<file path="config.mk">
export PLATFORM = sky130hd
export DESIGN_NAME = mem_arbiter
export DESIGN_NICKNAME = d
export VERILOG_FILES = /design/src/rtl/mem_arbiter.sv
export SDC_FILE = /design/constraint.sdc
export NUM_CORES = 1
export LEC_CHECK = 0
export ABC_AREA = 1
export BUFFER_PORTS_ARGS = -buffer_cell sky130_fd_sc_hd__clkbuf_2
export CAP_MARGIN = 30
export CORE_MARGIN = 1.5
export CORE_UTILIZATION = 30
export CTS_CLUSTER_SIZE = 25
export DETAILED_ROUTE_END_ITERATION = 10
export PLACE_DENSITY = 0.57
export SLEW_MARGIN = 20
export SYNTH_ARGS = -nofsm -noshare
export SYNTH_HDL_FRONTEND = slang
export SYNTH_SLANG_ARGS = --single-unit
</file>
<file path="constraint.sdc">
create_clock -name clk -period 2.75 [get_ports clk]
set_input_delay 0.55 -clock clk [delete_from_list [all_inputs] [get_ports clk]]
set_output_delay 0.55 -clock clk [all_outputs]
set_load 0.02 [all_outputs]
</file>
<file path="src/rtl/mem_arbiter.sv">
// Round-robin arbiter that serialises read/write commands from two requesters onto one memory port.
// Define MEM_ARB_GUARD_EN to reject writes to a full memory and reads from an empty one.
module mem_arbiter #(
    parameter int AW = 3,
    parameter int DW = 8
) (
    input  logic          clk,
    input  logic          rst,
    input  logic          i_req_a,
    input  logic          i_req_b,
    input  logic          i_we_a,
    input  logic          i_we_b,
    input  logic [AW-1:0] i_addr_a,
    input  logic [AW-1:0] i_addr_b,
    input  logic [DW-1:0] i_wdata_a,
    input  logic [DW-1:0] i_wdata_b,
    output logic          o_gnt_a,
    output logic          o_gnt_b,
    output logic          o_err_a,
    output logic          o_err_b,
    output logic          o_rvalid_a,
    output logic          o_rvalid_b,
    output logic [DW-1:0] o_rdata,
    output logic          o_busy,
    output logic          o_mem_en_w,
    output logic          o_mem_en_r,
    output logic [AW-1:0] o_mem_addr,
    output logic [DW-1:0] o_mem_wdata,
    input  logic [DW-1:0] i_mem_rdata,
    input  logic          i_mem_full,
    input  logic          i_mem_empty
);

    typedef enum logic [1:0] {IDLE, ISSUE, WAIT} state_t;

    state_t        r_state;
    logic          r_last_b;
    logic          r_cmd_b;
    logic          r_cmd_we;
    logic          r_cmd_rej;
    logic [AW-1:0] r_addr;
    logic [DW-1:0] r_wdata;
    logic [DW-1:0] r_rdata;
    logic          r_gnt_a;
    logic          r_gnt_b;
    logic          r_err_a;
    logic          r_err_b;
    logic          r_en_w;
    logic          r_en_r;
    logic          r_rvalid_a;
    logic          r_rvalid_b;

    logic          w_any_req;
    logic          w_pick_b;
    logic          w_we;
    logic          w_reject;

    // On a tie, B wins only if A was granted last.
    assign w_any_req = i_req_a | i_req_b;
    assign w_pick_b  = i_req_b & (~i_req_a | ~r_last_b);
    assign w_we      = w_pick_b ? i_we_b : i_we_a;

`ifdef MEM_ARB_GUARD_EN
    assign w_reject = w_we ? i_mem_full : i_mem_empty;
`else
    logic w_unused_flags;
    assign w_unused_flags = i_mem_full ^ i_mem_empty;
    assign w_reject       = 1'b0;
`endif

    always_ff @(posedge clk or posedge rst) begin
        if (rst) begin
            r_state    <= IDLE;
            r_last_b   <= 1'b1;
            r_cmd_b    <= 1'b0;
            r_cmd_we   <= 1'b0;
            r_cmd_rej  <= 1'b0;
            r_addr     <= '0;
            r_wdata    <= '0;
            r_rdata    <= '0;
            r_gnt_a    <= 1'b0;
            r_gnt_b    <= 1'b0;
            r_err_a    <= 1'b0;
            r_err_b    <= 1'b0;
            r_en_w     <= 1'b0;
            r_en_r     <= 1'b0;
            r_rvalid_a <= 1'b0;
            r_rvalid_b <= 1'b0;
        end else begin
            r_rvalid_a <= 1'b0;
            r_rvalid_b <= 1'b0;
            case (r_state)
                IDLE: begin
                    if (w_any_req) begin
                        r_last_b  <= w_pick_b;
                        r_cmd_b   <= w_pick_b;
                        r_cmd_we  <= w_we;
                        r_cmd_rej <= w_reject;
                        r_addr    <= w_pick_b ? i_addr_b : i_addr_a;
                        r_wdata   <= w_pick_b ? i_wdata_b : i_wdata_a;
                        r_gnt_a   <= ~w_pick_b;
                        r_gnt_b   <= w_pick_b;
                        r_err_a   <= ~w_pick_b & w_reject;
                        r_err_b   <= w_pick_b & w_reject;
                        r_en_w    <= w_we & ~w_reject;
                        r_en_r    <= ~w_we & ~w_reject;
                        r_state   <= ISSUE;
                    end
                end
                ISSUE: begin
                    r_gnt_a <= 1'b0;
                    r_gnt_b <= 1'b0;
                    r_err_a <= 1'b0;
                    r_err_b <= 1'b0;
                    r_en_w  <= 1'b0;
                    r_en_r  <= 1'b0;
                    r_state <= WAIT;
                end
                WAIT: begin
                    // The memory registered its read data at the end of ISSUE.
                    if (!r_cmd_we && !r_cmd_rej) begin
                        r_rdata    <= i_mem_rdata;
                        r_rvalid_a <= ~r_cmd_b;
                        r_rvalid_b <= r_cmd_b;
                    end
                    r_state <= IDLE;
                end
                default: r_state <= IDLE;
            endcase
        end
    end

    assign o_gnt_a     = r_gnt_a;
    assign o_gnt_b     = r_gnt_b;
    assign o_err_a     = r_err_a;
    assign o_err_b     = r_err_b;
    assign o_rvalid_a  = r_rvalid_a;
    assign o_rvalid_b  = r_rvalid_b;
    assign o_rdata     = r_rdata;
    assign o_busy      = (r_state != IDLE);
    assign o_mem_en_w  = r_en_w;
    assign o_mem_en_r  = r_en_r;
    assign o_mem_addr  = r_addr;
    assign o_mem_wdata = r_wdata;

endmodule

</file>
== Word level (Yosys, flattened, before mapping) ==
Cells that the tools add are included.
W data, S select, Z words.

* Register bits: 31
* Word-level logic and storage cells: 51

* Reductions and logical operators: 7
* Bitwise logic cells: 8
* Multiplexer cells: 19
* Equality and inequality tests: 3

{| class="wikitable"
|+ Operator list
! kind !! number
|-
| $mux W1 || 10
|-
| $pmux W1 S2 || 5
|-
| $mux W8 || 1
|-
| $reduce_and A2 Y1 || 3
|-
| $not A1 Y1 || 5
|-
| $pmux W2 S2 || 1
|-
| $reduce_bool A2 Y1 || 2
|-
| $mux W3 || 1
|-
| $eq A2 B1 Y1 const B || 1
|-
| $eq A2 B2 Y1 const B || 1
|-
| $logic_not A2 Y1 || 1
|-
| $mux W2 || 1
|-
| $ne A2 B2 Y1 const B || 1
|-
| $or A1 B1 Y1 || 2
|-
| $and A1 B1 Y1 || 1
|-
| $logic_not A1 Y1 || 1
|}

== Depth between registers and ports, before layout ==
Gate-level depths: netlist of run 1.

* Depth after elaboration: 7
* Gate-level depth with buffers: 7

== Least setup slack after synthesis of run 1 ==
OpenSTA, ideal clock, no wires.

* Path kind: register -> output
* Start: register r_state[0]
* End: output o_busy
* Path buffers: 0
* Cell stages (with the launch flop): 3
* Slack: 1.531 ns
* Data arrival time: 0.669 ns
* Cells stage by stage: dfrtp_1 inv_2 nand2_1

* Word-level cells in the longest chain between the ends: 1

{| class="wikitable"
|+ RTL lines
! element !! RTL line !! RTL
|-
| start, declared || 36 || <nowiki>state_t r_state;</nowiki>
|-
| start signal, assigned || 73 || <nowiki>r_state <= IDLE;</nowiki>
|-
| start signal, assigned || 107 || <nowiki>r_state <= ISSUE;</nowiki>
|-
| start signal, assigned || 117 || <nowiki>r_state <= WAIT;</nowiki>
|-
| $reduce_bool A2 Y1 || 140 || <nowiki>assign o_busy = (r_state != IDLE);</nowiki>
|-
| end, declared || 24 || <nowiki>output logic o_busy,</nowiki>
|}

No other way between the ends.

== Worst setup path after layout of run 1 ==
* Start: register r_last_b
* End: register r_cmd_we

* Word-level cells in the longest chain between the ends: 4

{| class="wikitable"
|+ RTL lines
! element !! RTL line !! RTL
|-
| start, declared || 37 || <nowiki>logic r_last_b;</nowiki>
|-
| start signal, assigned || 95 || <nowiki>r_last_b <= w_pick_b;</nowiki>
|-
| $not A1 Y1 || 60 || <nowiki>assign w_pick_b = i_req_b & (~i_req_a | ~r_last_b);</nowiki>
|-
| $or A1 B1 Y1 || 60 ||
|-
| $and A1 B1 Y1 || 60 ||
|-
| $mux W1 || 61 || <nowiki>assign w_we = w_pick_b ? i_we_b : i_we_a;</nowiki>
|-
| end signal, assigned || 97 || <nowiki>r_cmd_we <= w_we;</nowiki>
|-
| end, declared || 39 || <nowiki>logic r_cmd_we;</nowiki>
|}

No other way between the ends.
A chain may end at the register's enable or synchronous reset.

==> results of run 1 <==
cell usage after synthesis:
cell | n | area (sq um)
nand2_1 | 88 | 330
clkinv_4 | 1 | 8.76
inv_1 | 6 | 22.5
a21oi_1 | 1 | 5.00
o21ai_0 | 1 | 5.00
buf_2 | 3 | 15.0
buf_6 | 1 | 11.3
inv_2 | 2 | 7.51
buf_4 | 3 | 22.5
nand2_2 | 2 | 12.5
dfstp_2 | 1 | 26.3
nor2_2 | 1 | 6.26
nand3_1 | 24 | 120
dfrtp_1 | 29 | 726
nor2_4 | 1 | 11.3
conb_1 | 1 | 3.75
nor2_1 | 2 | 7.51
nand2_4 | 1 | 11.3
power by group through the flow:
stage	sequential, W	clock (W)	combinational [W]
after floorplan	0.000970	0	0.000461
after detailed placement	0.000768	0	0.000965
after CTS	0.000766	0.000345	0.000966
after global routing	0.000791	0.000361	0.00106
final	0.000766	0.000328	0.000943
after global placement	0.000769	0	0.000949
worst paths after layout:
path                                from          to  slack [ns]
worst max register to register  r_last_b    r_cmd_we        1.00
max in group asynchronous            rst  o_rdata[7]        1.83
worst max-delay path            r_last_b    r_cmd_we        1.00
worst min-delay path                 rst  o_rdata[2]        0.30
min in group clk                 r_cmd_b  o_rvalid_a        0.43
worst min register to register   r_cmd_b  o_rvalid_a        0.43
metal layers:
layer	track usage	part of all wire	routed length, um
met5	0	0	0
met4	0.0556	0.0045	14
met3	0.0491	0.089	279
met2	0.213	0.44	1390
met1	0.174	0.46	1450
kinds of logic (layout without fill, tap and decap cells):
logic type | count (synthesis) | in the layout | share of synthesized area
buffers and inverters | 16 | 79 | 0.0648
AOI/OAI and AO/OA | 2 | 2 | 0.00739
and+or+nand+nor | 119 | 119 | 0.369
other | 1 | 2 | 0.00277
DFF | 30 | 30 | 0.556
cell type report:
type	count	area share
Clock buffer	8	0.0454
Inverter	9	0.0220
Multi-Input combinational cell	123	0.293
Sequential cell	30	0.426
Tap cell	52	0.0369
Timing Repair Buffer	62	0.177
flip-flops by register name, indices dropped and copies added, names as in the netlist:
signal / cells
r_state: 2
o_mem_wdata: 8
o_gnt_b: 1
o_rdata: 8
o_rvalid_a: 1
r_cmd_we: 1
o_mem_en_r: 1
o_rvalid_b: 1
r_cmd_b: 1
r_last_b: 1
o_mem_en_w: 1
o_gnt_a: 1
o_mem_addr: 3
through the flow:
step | hold WS [ns] | total power, W
global placement | 0.405 | 0.00172
floorplan | 0.403 | 0.00143
CTS | 0.325 | 0.00208
global route | 0.353 | 0.00221
detailed placement | 0.408 | 0.00173
finish | 0.304 | 0.00204
==> results.cfg, run 1 <==
[critical_path]
cp_top_family = simple AND/OR/NAND/NOR gates
critPathMaxStageDelay_ns = 0.53
arrival_ns = 1.96
cp-end-kind = flop
critPathKind = flop to flop
crit_cells = 6
path_cells = nand2_1, nand2_1, nand2_1, nand2_1, nand2_1, nand2_1
cp_max_fo = 14
crit_path_start_kind = flop
path_buf_inv = 0
slowest_stage = dfstp_2
worstPathRequired_ns = 2.96
reg2reg_depth = 6
crit_top_cell = nand2_1

[die]
die_w_um = 70.1
fp-row-count = 24
core_area_sq_um = 4350
ios = 66
initial_core_util = 0.311
fp.dieH_um = 70.1
die_area_sq_um = 4920

[logic_synthesis]
synth-seq-cells = 30
ys.warnings.count = 0
synth_area_sq_um = 1350
synth_cell_types = 18
seq_area_frac_synth = 0.556
avgSynthCellArea_sq_um = 8.05
syn_inst = 168

[route]
vias = 1230
drt_first_iter_violations = 56
drt.antenna.violating_nets = 0
dr.pass1.iters = 4
drc = 0
vias_per_cell = 4.33
drt-wirelength-per-cell_um = 11.0
routed_wl_um = 3130

[finish]
drive_gt1_frac = 0.328
antenna_cells = 0
layout_common_cells = 88 x nand2_1, 61 x clkbuf_2, 29 x dfrtp_1
multi_input_area_sq_um = 517
fill_cells = 473
fin_util = 0.405
final_cells = 284
layout_commonest_cell = nand2_1
nNetsFinal = 269
fin_area_sq_um = 1770
area_growth_pct = 30.5
ff_latch_area_sq_um = 752

[place]
placed_area_sq_um = 1690
place_ws_ns = 0.760
placed_cells = 276
port_buffers = 61
gp_congestion = 0.730
hpwl_um = 2230

[timing]
tightest_slew_ns = 0.564
max_slew_margin = 0.624
finalHoldViolations = 0
worst_slack_ns = 1.00
setup-violations-final = 0
skew_ns = 0.00312
max_freq_mhz = 572
slew_violations = 0
fin_tns_setup_ns = 0
period_share = 0.636
rsz0062_at_grt = no
layout_min_cycle_time_ns = 1.75

[clock_network]
postCtsResizedCells = 0
cts_made_buffers = 5
clk_pin_slew_ns = 0.06
htreeDepth = 2
postCtsHoldBufs = 0
clock-sinks = 30
postCtsSetupRepairBufs = 0
clk_latency_ns = 0.27
cts_tree = done
clock_path_buffers = 2
root_buffer = clkbuf_8

[power]
p_int_w = 0.00112
switching_share = 0.450
p_comb_frac = 0.463
leakagePower_nw = 1.07
p_switching_w = 0.000916
clkPwrFrac = 0.161
vdd_drop_max_mv = 0.299
seqPwrFrac = 0.376
power_density_nw_per_um2 = 1150

[global_route]
grt_pass1_vias = 1162
grt_overflow = 0
antenna_found_initial = 0
grt_pass1_wl_um = 5220
grt_max_degree = 19
track_usage = 0.137

[flow_run]
max-cap-violations = 0

[outcome]
status = complete, no violations

[hold_path]
min_path_type = input pin to asynchronous set/reset pin
Note: power is estimated with default switching activity, not from simulation.
==> run 2: changes to the inputs <==
- PLACE_DENSITY: 0.57 -> 0.59
- clock period: 2.75 -> 1.6 ns (I/O delays scaled with it)
==> results.cfg, run 2 (synthesized netlist as in run 1, its figures left out) <==
[outcome]
status = complete, no violations

[route]
routed_wl_um = 3170
vias = 1255
drt.antenna.violating_nets = 0
vias_per_cell = 4.39
drc = 0
drt-wirelength-per-cell_um = 11.1
drt_first_iter_violations = 44
dr.pass1.iters = 4

[timing]
slew_violations = 0
setup-violations-final = 0
rsz0062_at_grt = no
period_share = 0.874
finalHoldViolations = 0
layout_min_cycle_time_ns = 1.40
fin_tns_setup_ns = 0
max_freq_mhz = 715
worst_slack_ns = 0.202
skew_ns = 0.0102

[global_route]
antenna_found_initial = 0
grt_pass1_wl_um = 5050
grt_max_degree = 31
track_usage = 0.132
grt_overflow = 0
grt_pass1_vias = 1115

[finish]
layout_commonest_cell = nand2_1
nNetsFinal = 271
antenna_cells = 0
layout_common_cells = 88 x nand2_1, 61 x clkbuf_2, 29 x dfrtp_1
drive_gt1_frac = 0.342
area_growth_pct = 32.5

[power]
power_density_nw_per_um2 = 1990
leakagePower_nw = 1.09
vdd_drop_max_mv = 0.527

[clock_network]
htreeDepth = 2
postCtsHoldBufs = 0
cts_made_buffers = 5
clock_path_buffers = 2
clk_latency_ns = 0.28
postCtsSetupRepairBufs = 0
clock-sinks = 30
clk_pin_slew_ns = 0.07
root_buffer = clkbuf_8
cts_tree = done
postCtsResizedCells = 0

[critical_path]
critPathKind = flop to output port
arrival_ns = 1.08
path_buf_inv = 2
critPathMaxStageDelay_ns = 0.41
cp-end-kind = output port
cp_top_family = flip-flops
path_cells = inv_2, nand2_1, clkbuf_2
crit_path_start_kind = flop
worstPathRequired_ns = 1.28
cp_max_fo = 10
slowest_stage = dfrtp_1

[place]
gp_congestion = 0.757
port_buffers = 61
place_ws_ns = 0.218
hpwl_um = 2290

[die]
die_area_sq_um = 4920
initial_core_util = 0.311
fp-row-count = 24
fp.dieH_um = 70.1
ios = 66
die_w_um = 70.1
core_area_sq_um = 4350

[flow_run]
max-cap-violations = 0

[hold_path]
min_path_type = input pin to asynchronous set/reset pin
-- run 2: power breakdown --
group	leakage, nW	switching, W	total [W]	internal, W
Combinational	0.666	0.00113	0.00163	0.000504
Clock	0.0482	0.000276	0.000622	0.000346
Sequential	0.373	0.000188	0.00131	0.00112
-- run 2: path summary, 6_finish.rpt --
path	from	to	slack [ns]	cells after the start
max in group asynchronous	rst	r_last_b	1.21	3
min	rst	r_state[0]	0.08	3
min in group clk	i_mem_rdata[3]	o_rdata[3]	0.27	3
max reg2reg	r_last_b	r_cmd_we	0.27	6
min reg2reg	r_cmd_b	o_rvalid_a	0.43	1
max	r_state[0]	o_busy	0.20	3
-- run 2: stage by stage --
step / cells / util / hold slack (ns) / power (W) / area (sq um)
after floorplan: 169 / - / 0.403 / 0.00246 / 1360
after global placement: 278 / 0.391 / 0.399 / 0.00295 / 1700
after detailed placement: 278 / 0.391 / 0.403 / 0.00299 / 1700
after CTS: 286 / 0.411 / 0.0958 / 0.00363 / 1790
after global routing: 286 / 0.411 / 0.122 / 0.00385 / 1790
final: 286 / 0.411 / 0.0829 / 0.00357 / 1790
-- run 2: cell type report --
class	count	area, sq um
fillers	460	2560
flip-flops and latches	30	752
multi-input cells	123	517
repair buffers	64	328
clock buffers	7	86.3
well taps	52	65.1
inverters	9	38.8
clock inverters	1	5.00
-- run 2: metal layers --
metal	vias up	track usage	routed length, um
met5	-	0	0
met4	0	0.0513	48
met1	561	0.158	1440
met3	5	0.0462	190
li1	644	-	-
met2	45	0.218	1490
-- run 2: tightest hold or removal path, delay by kind of cell --
kind,cells,cell delay [ns]
buffers and inverters,3,0.46
==> run 3: changes to the inputs <==
- CORE_ASPECT_RATIO: unset -> 1.1
==> results.cfg, run 3 (synthesized netlist as in run 1, its figures left out) <==
[clock_network]
postCtsSetupRepairBufs = 0
postCtsResizedCells = 0
postCtsHoldBufs = 0
cts_tree = done
cts_made_buffers = 5
clock_path_buffers = 2
htreeDepth = 2
clk_pin_slew_ns = 0.06
clock-sinks = 30
clk_latency_ns = 0.28
root_buffer = clkbuf_8

[flow_run]
max-cap-violations = 0

[die]
ios = 66
fp.dieH_um = 73.4
die_w_um = 67.0
fp-row-count = 25
core_area_sq_um = 4320
initial_core_util = 0.313
die_area_sq_um = 4920

[route]
drt-wirelength-per-cell_um = 10.9
vias = 1249
vias_per_cell = 4.34
drc = 0
drt_first_iter_violations = 42
dr.pass1.iters = 3
routed_wl_um = 3140
drt.antenna.violating_nets = 0

[place]
hpwl_um = 2230
place_ws_ns = 0.277
port_buffers = 61
gp_congestion = 0.679

[timing]
layout_min_cycle_time_ns = 1.38
setup-violations-final = 0
slew_violations = 0
fin_tns_setup_ns = 0
rsz0062_at_grt = no
max_freq_mhz = 725
finalHoldViolations = 0
period_share = 0.862
worst_slack_ns = 0.220
skew_ns = 0.00370
whs_ns = 0.0818

[finish]
fill_cells = 451
multi_input_area_sq_um = 517
drive_gt1_frac = 0.338
fin_util = 0.415
area_growth_pct = 32.6
nNetsFinal = 271
layout_commonest_cell = nand2_1
antenna_cells = 0
ff_latch_area_sq_um = 752
layout_common_cells = 88 x nand2_1, 61 x clkbuf_2, 29 x dfrtp_1

[critical_path]
cp-end-kind = output port
crit_path_start_kind = flop
path_buf_inv = 2
slowest_stage = dfrtp_1
rr_endpoint = r_cmd_we
cp_max_fo = 10
cp_top_family = flip-flops
reg2reg_depth = 6
critPathMaxStageDelay_ns = 0.41
r2r_slack_ns = 0.26
arrival_ns = 1.06
worstPathRequired_ns = 1.28
crit_cells = 3
critical_path.startpoint = r_state[0]
crit_path_end = o_busy
r2r_start = r_last_b
path_cells = inv_2, nand2_1, clkbuf_2
critPathKind = flop to output port

[global_route]
grt_max_degree = 31
grt_overflow = 0
grt_pass1_wl_um = 5090
antenna_found_initial = 0
track_usage = 0.139
grt_pass1_vias = 1155

[power]
leakagePower_nw = 1.08
power_density_nw_per_um2 = 1990
vdd_drop_max_mv = 0.734

[hold_path]
min_path_type = input pin to asynchronous set/reset pin

[outcome]
status = complete, no violations
[run 3: worst min path at each step]
| stage | from | slack, ns | to | depth (start not counted) |
|---|---|---|---|---|
| after floorplan | r_cmd_b | 0.40 | o_rvalid_a | 1 |
| after global placement | rst | 0.40 | o_mem_addr[2] | 3 |
| after detailed placement | rst | 0.40 | o_rdata[5] | 3 |
| after CTS | rst | 0.09 | o_rdata[2] | 3 |
| after global routing | rst | 0.13 | o_rdata[2] | 3 |
| final | rst | 0.08 | o_rdata[2] | 3 |
[run 3: layout make-up]
cell class	count	share of cell area
clock buffer	8	0.0502
inverter	9	0.0216
multi-input combinational	123	0.288
sequential	30	0.419
tap	54	0.0377
timing repair buffer	64	0.183
[run 3: tightest hold or removal path, stage by stage]
cell and delay, ns:
clkbuf_2 0.08, inv_1 0.04, buf_4 0.34
[run 3: power breakdown]
group          internal [W]  total [W]  leakage, nW  switching, W
combinational      0.000504    0.00162        0.666       0.00112
clock              0.000350   0.000619       0.0455      0.000269
sequential          0.00112    0.00132        0.373      0.000193
total               0.00198    0.00356         1.08       0.00158
[run 3: per-layer routing]
metal  track usage  share of wire  up-vias
met4        0.0680          0.020        0
li1              -              -      643
met5             0              0        -
met3        0.0475          0.059        7
met1         0.160           0.44      557
met2         0.230           0.48       42
[run 3: through the flow]
step	instances	cell area [sq um]	power, W
3_3_place_gp	280	1700	0.00296
4_1_cts	288	1790	0.00362
2_1_floorplan	169	1360	0.00246
3_5_place_dp	280	1700	0.00298
5_1_grt	288	1790	0.00386
6_report	288	1790	0.00356
